## src/rtl/mux_arb_pkg.sv

```systemverilog
// mux_arb_pkg: shared state encoding and sizing constants for the 2x8 mux arbiter
package mux_arb_pkg;
    typedef enum logic [1:0] {
        IDLE = 2'b00,
        OWN0 = 2'b01,
        OWN1 = 2'b10
    } arb_state_t;
    localparam int DATA_W       = 8;
    localparam int MAX_HOLD_DEF = 8;
endpackage

```

## src/rtl/arb2_next_owner.sv

```systemverilog
// arb2_next_owner: next-owner decision for the 2-requester arbiter (ARB_FIXED_PRIO_EN selects fixed priority)
module arb2_next_owner
    import mux_arb_pkg::*;
(
    input  arb_state_t state,
    input  logic       req0,
    input  logic       req1,
    input  logic       last,
    input  logic       hold_sat,
    output arb_state_t nxt
);
    logic pre0;
`ifdef ARB_FIXED_PRIO_EN
    assign pre0 = 1'b0;
`else
    assign pre0 = 1'b1;
`endif
    // Ties go to the requester that did not own last; a saturated hold yields to a waiting peer
    always_comb begin
        nxt = IDLE;
        case (state)
            IDLE:    nxt = (req0 && req1) ? (last ? OWN0 : OWN1) : req0 ? OWN0 : req1 ? OWN1 : IDLE;
            OWN0:    nxt = !req0 ? (req1 ? OWN1 : IDLE) : (req1 && hold_sat && pre0) ? OWN1 : OWN0;
            OWN1:    nxt = !req1 ? (req0 ? OWN0 : IDLE) : (req0 && hold_sat) ? OWN0 : OWN1;
            default: nxt = IDLE;
        endcase
    end
endmodule

```

## src/rtl/mux_arbiter_2x8.sv

```systemverilog
// mux_arbiter_2x8: round-robin owner of a shared 8-bit 2:1 mux with registered output (ARB_FIXED_PRIO_EN gives req0 fixed priority)
module mux_arbiter_2x8
    import mux_arb_pkg::*;
#(
    parameter  int MAX_HOLD = MAX_HOLD_DEF,
    localparam int CNT_W    = $clog2(MAX_HOLD) + 1
) (
    input  logic              clk,
    input  logic              rst_n,
    input  logic              req0,
    input  logic              req1,
    input  logic [DATA_W-1:0] in0,
    input  logic [DATA_W-1:0] in1,
    output logic              gnt0,
    output logic              gnt1,
    output logic              sel,
    output logic [DATA_W-1:0] o,
    output logic              o_valid
);
    arb_state_t       state;
    arb_state_t       nxt;
    logic             last;
    logic [CNT_W-1:0] hold_cnt;
    logic             hold_sat;
    logic             own_valid;

    assign hold_sat  = hold_cnt == CNT_W'(MAX_HOLD - 1);
    assign gnt0      = state == OWN0;
    assign gnt1      = state == OWN1;
    assign sel       = gnt1;
    assign own_valid = (gnt0 && req0) || (gnt1 && req1);

    arb2_next_owner u_next (
        .state    (state),
        .req0     (req0),
        .req1     (req1),
        .last     (last),
        .hold_sat (hold_sat),
        .nxt      (nxt)
    );

    // Owner register and hold counter: cleared on every new grant, saturating while the owner stays
    always_ff @(posedge clk or negedge rst_n) begin
        if (!rst_n) begin
            state    <= IDLE;
            hold_cnt <= '0;
        end else begin
            state    <= nxt;
            hold_cnt <= (nxt != state) ? '0 : (state != IDLE && !hold_sat) ? hold_cnt + CNT_W'(1) : hold_cnt;
        end
    end

`ifdef ARB_FIXED_PRIO_EN
    assign last = 1'b1;
`else
    // Remember the latest owner so simultaneous requests alternate
    always_ff @(posedge clk or negedge rst_n) begin
        if (!rst_n)
            last <= 1'b1;
        else if (nxt != state && nxt != IDLE)
            last <= nxt == OWN1;
    end
`endif

    // Register the selected byte only while the owner is requesting; o holds its last value otherwise
    always_ff @(posedge clk or negedge rst_n) begin
        if (!rst_n) begin
            o       <= '0;
            o_valid <= 1'b0;
        end else begin
            o_valid <= own_valid;
            if (own_valid)
                o <= sel ? in1 : in0;
        end
    end
endmodule

```

## config.mk

```make
export PLATFORM = sky130hd
export DESIGN_NAME = mux_arbiter_2x8
export DESIGN_NICKNAME = d
export VERILOG_FILES = /design/src/rtl/mux_arb_pkg.sv /design/src/rtl/arb2_next_owner.sv /design/src/rtl/mux_arbiter_2x8.sv
export SDC_FILE = /design/constraint.sdc
export NUM_CORES = 1
export LEC_CHECK = 0
export ABC_AREA = 1
export BUFFER_PORTS_ARGS = -buffer_cell sky130_fd_sc_hd__buf_2
export CAP_MARGIN = 40
export CORE_ASPECT_RATIO = 2
export CORE_MARGIN = 1.5
export CORE_UTILIZATION = 30
export DETAILED_ROUTE_END_ITERATION = 6
export GPL_TIMING_DRIVEN = 1
export PLACE_DENSITY = 0.56
export SLEW_MARGIN = 10
export SYNTH_ARGS = -nofsm -noshare
export SYNTH_HDL_FRONTEND = slang
export SYNTH_SLANG_ARGS = --single-unit
```

## constraint.sdc

```tcl
create_clock -name clk -period 2 [get_ports clk]
set_input_delay 0.3 -clock clk [delete_from_list [all_inputs] [get_ports clk]]
set_output_delay 0.3 -clock clk [all_outputs]
set_load 0.01 [all_outputs]
```

## Word level (Yosys, flattened, before mapping)

Index checks and enable logic that the tools add are counted.

- Output and inout port bits: 12
- Bits in registers: 16

- Reduce and logical (&&, ||, !) cells: 13
- Mux-type cells: 13
- Equality and inequality tests: 5
- $add $sub $neg: 1

Operator list:

| cell | number |
|---|---|
| $mux W2 | 8 |
| $mux W4 | 2 |
| $mux W8 | 1 |
| $logic_and A1 B1 Y1 | 7 |
| $pmux W2 S3 | 1 |
| $reduce_bool A2 Y1 | 3 |
| $add A4 B1 Y4 const B | 1 |
| $eq A2 B2 Y1 const B | 2 |
| $eq A4 B3 Y1 const B | 1 |
| $eq A2 B1 Y1 const B | 1 |
| $logic_not A2 Y1 | 1 |
| $ne A2 B2 Y1 | 1 |
| $logic_not A1 Y1 | 1 |
| $logic_or A1 B1 Y1 | 1 |
| $mux W1 | 1 |

## Longest topological paths before layout

- Word-level depth: 7
- Mapped depth: 9
- Mapped depth without buffers: 9

## By module

Synthesis repeated with hierarchy kept, for this count alone.

- Cell total of the unflattened synthesis: 141
- Area, all modules: 994.7 sq um

Modules (own cells, without submodules):

| module | times used | seq. area each (sq um) | cells each | area an instance (sq um) |
|---|---|---|---|---|
| mux_arbiter_2x8 | 1 | 401.6 | 118 | 898.4 |
| arb2_next_owner | 1 | 0.0 | 23 | 96.3 |

## Least setup slack after synthesis

No wires, ideal clock.

- Path type: register -> register
- Start point: reg hold_cnt[0]
- End point: reg hold_cnt[0]
- Period minus slack after synthesis: 1334 ps
- Buffers on the path: 0
- Required time: 1920 ps
- Arrival time: 1254 ps
- Path slack: 666 ps
- Cell stages (with the launch flop): 9
- Library setup time: 80 ps
- Cell sequence: dfrtp_1 > ha_1 > nand3_1 > nand2_1 > nand2_1 > nand2_1 > nand2_1 > nand2_1 > nor3_2

- Longest elaborated chain between the ends: 7
- Elaborated cells between the ends (all ways): 15
- Those cells by class: add/sub: 1; eq/ne: 2; mux: 7; reduce/logical: 5

RTL lines:

| element | RTL line | RTL |
|---|---|---|
| from (decl) | mux_arbiter_2x8.sv:23 | `logic [CNT_W-1:0] hold_cnt;` |
| from (signal assigned) | mux_arbiter_2x8.sv:49 | `hold_cnt <= (nxt != state) ? '0 : (state != IDLE && !hold_sat) ? hold_cnt + CNT_W'(1) : hold_cnt;` |
| $eq A4 B3 Y1 | mux_arbiter_2x8.sv:27 | `assign hold_sat = hold_cnt == CNT_W'(MAX_HOLD - 1);` |
| $logic_and A1 B1 Y1 (on tied branches) | arb2_next_owner.sv:24, arb2_next_owner.sv:23 |  |
| $mux W2 (on tied branches) (2 in series) | arb2_next_owner.sv:24, arb2_next_owner.sv:23 |  |
| $pmux W2 S3 | arb2_next_owner.sv:21 | `case (state)` |
| $ne A2 B2 Y1 | mux_arbiter_2x8.sv:49 |  |
| $mux W4 / $reduce_bool A2 Y1 (equally long branches) | -- |  |

Several ways; a longest one is shown, not always the timed one. The select of a mux whose other input is x is not followed.
A chain may end at the register's enable or synchronous reset.

## Worst setup path after layout

- Start point: reg state[0]
- End point: out gnt1

- Longest elaborated chain between the ends: 1

RTL lines:

| element | RTL line | RTL |
|---|---|---|
| from (decl) | mux_arbiter_2x8.sv:20 | `arb_state_t state;` |
| from (signal assigned) | mux_arbiter_2x8.sv:48 | `state <= nxt;` |
| $eq A2 B2 Y1 | mux_arbiter_2x8.sv:29 | `assign gnt1 = state == OWN1;` |
| to (decl) | mux_arbiter_2x8.sv:15 | `output logic gnt1,` |

Every way passes these cells.

==> results.md <==
- Critical path class: reg -> out
- Worst Hold Depth: 3
- Largest net degree at the start of global routing: 18
- Cells after synthesis: 112
- Ys Warns: 0
- DR pass1 iterations: 4
- Post-synth net total: 133
- Antenna Nets Post-Route: 0
- Max-cap violations: 0
- Final min period: 1.50 ns
- # H-tree levels: 1
- Psw: 746 uW
- Worst setup margin: 0.503 ns
- Max Fclk: 0.668 GHz
- CP endpoint kind: output pin
- Mapped Area: 941 um2
- Port bufs: 31
- Path type of the worst min-delay path: in -> reg
- Clk_lat worst skew: 0.25 ns
- Crit Path Max Fanout: 11
- Top cells by area, synth: dfrtp_1, nand2_1, a31oi_1, nor2_1, nor3_2
- DIE AREA: 0.00350 mm2
- Top cell type's share of synthesized area: 39.9%
- Wire length per cell: 11.3 um
- Gpl congestion: 0.820
- Remaining DRCs: 0
- CP startpoint kind: flip-flop
- Met2 wire length: 1.04 mm
- Initial core utilization: 31.6%
- Final setup vio count: 0
- Net count, final: 167
- Mapped Avg Cell Area: 8.40 um2
- Sequential-to-total area share from yosys stat: 42.7%
- Setup repair after global routing missed its margin: false
- Dpl ws: 0.540 ns
- CTS clk-pin slew, worst paths: 0.06 ns
- # IOs: 32
- Metal-1 WL: 774 um
- Clock power frac: 16.5%
- Worst Path Required: 1.70 ns
- Gate power share: 51.2%
- Clock sinks: 16
- Via Count: 838
- Vias in the first global route: 858
- Syn-to-layout area delta: 24.2%
- Total gr overflow: 0
- Synthesized flop and latch total: 16
- Post-CTS resize count: 0
- TNS Setup: 0 ns
- Synth unique cells: 25
- Status: complete, no violations
- Worst slew margin: 71.7%
- Starting DRT DRC Count: 19
- Vias per inst: 4.79
- WP data arrival: 1.20 ns
- GRT Resource Usage Total: 13.9%
- First-pass GRT wire length: 3.74 mm
- Slew @ Worst Pin: 0.423 ns
- Top_reg_cell synth: dfrtp_1
- CTS tree: built
- Max IR drop VDD: 0.000787 V
- Slowest-stage cell, CP: dfrtp_1
- Pint: 967 uW
- Core Rows: 28
- Crit-path cells: inv_2, nand2_4, inv_4, buf_2
- Initial antenna violation count: 0
- Fill count: 311
- DP HPWL: 1.60 mm
- Metal3 WL: 99 um
- Synth cell count leaders: nand2_1, dfrtp_1, nor2_1, a31oi_1, inv_1
- Area of the core: 0.00298 mm2
- Switch share: 43.5%
- ANT cells: 0
- Chip width: 42.6 um
- Final wirelength: 1.98 mm
- CTS max path bufs: 2
- Post-synth ARST share: 100%
- Cells on worst reg2reg path: 8
- Cell taking the most area after synthesis: dfrtp_1
- TritonCTS buffer count: 3
- P per Cell Area: 1470 mW/mm2
- Final Hold Vio Count: 0
- Worst Skew: 0.00148 ns
- Layout cells sized above 1: 37.9%
- FF-to-FF setup slack: 0.53 ns
- Layout Utilization: 39.2%
- Clock Tree Root: clkbuf_8
- Post-synth EDFFs: 0
- Most common cell in the netlist: nand2_1
- Die Y: 82.2 um
- Max Slew Vio Count: 0
- Flop pwr share: 32.3%
- Uppermost layer routed: met4
- Highest cell delay on the worst timing path: 0.43 ns
- P_leak: 0.000601 uW
- Tcrit/Tclk final: 74.9%
[per-layer routing]
metal,global-route usage (%),vias to the layer above
met5,0,-
met4,8.13,0
met3,1.74,7
met2,25.7,33
met1,14.8,365
li1,-,433
[logic make-up after synthesis]
kind of cell               Yosys count  synth area share [%]
DFF                                 16                  42.7
adders and majority gates            1                  1.33
and+or+nand+nor                     65                  36.0
xor gates and xnor gates             1                 0.931
buffers and inverters               15                  8.78
AOI/OAI and AO/OA                   14                  10.2
[cell type report]
| class | instances | area [um2] | share of cell area [%] |
|---|---|---|---|
| Sequential cell | 16 | 402 | 34.4 |
| Timing Repair Buffer | 32 | 165 | 14.1 |
| Multi-Input combinational cell | 81 | 457 | 39.1 |
| Clock buffer | 4 | 55.1 | 4.71 |
| Inverter | 12 | 52.6 | 4.50 |
| Tap cell | 30 | 37.5 | 3.21 |
[per-stage QoR]
step,instances,hold slack (ns),cell area [um2],total power [uW]
finish,175,0.304,1170,1710
global route,175,0.315,1170,1870
CTS,175,0.302,1170,1740
detailed placement,170,0.235,1100,1440
global placement,170,0.232,1100,1430
floorplan,112,0.00441,941,1230
[cells in the final DEF (no fill, tap or decap)]
| master | Yosys | layout |
|---|---|---|
| nor3_2 | 4 | 4 |
| dfstp_2 | 1 | 1 |
| a21oi_1 | 1 | 1 |
| nor2_4 | 1 | 1 |
| nand4_1 | 4 | 4 |
| clkbuf_8 | 0 | 4 |
| o21ai_4 | 1 | 1 |
| o21ai_1 | 2 | 2 |
| inv_1 | 8 | 8 |
| nor2_2 | 1 | 1 |
| dlygate4sd3_1 | 0 | 1 |
| inv_2 | 2 | 2 |
| nand3_4 | 1 | 1 |
| nand3_1 | 3 | 3 |
| buf_2 | 0 | 31 |
| o21bai_1 | 2 | 2 |
| dfrtp_1 | 15 | 15 |
| ha_1 | 1 | 1 |
| xnor2_1 | 1 | 1 |
| a31oi_1 | 8 | 8 |
| nand2_4 | 3 | 3 |
| nand2_1 | 33 | 33 |
| nand2_2 | 4 | 4 |
| inv_6 | 1 | 1 |
| inv_4 | 1 | 1 |
| nor2_1 | 11 | 11 |
[timing repair]
action / 4_1_cts / 5_1_grt
buffers inserted: 0 / 0
endpoints found under the hold margin: 15 / 0
hold buffers: 1 / 0
[worst paths after layout]
| check | startpoint | to |
|---|---|---|
| max | state[0] | gnt1 |
| min | in0[3] | o[3] |
| max reg2reg | hold_cnt[0] | hold_cnt[1] |
| min reg2reg | o[5] | o[5] |
| max in group asynchronous | rst_n | last |
| min in group asynchronous | rst_n | o[5] |
[power by group through the flow]
| stage | registers [uW] | logic, uW | clock network [uW] |
|---|---|---|---|
| floorplan | 594 | 641 | 0 |
| detailed placement | 560 | 884 | 0 |
| CTS | 556 | 891 | 290 |
| finish | 553 | 876 | 283 |
| global placement | 557 | 877 | 0 |
| global route | 574 | 995 | 305 |
[sequential cells by signal, indices dropped and copies added (netlist names)]
| register | count |
|---|---|
| o | 8 |
| hold_cnt | 4 |
| state | 2 |
| last | 1 |
| o_valid | 1 |
[worst max-delay path: cells and delay by family (launching register included)]
kind	cells	cell delay [ns]
buffers and inverters	3	0.40
DFF	1	0.43
and+or+nand+nor	1	0.11
(Power assumes the default switching activity.)
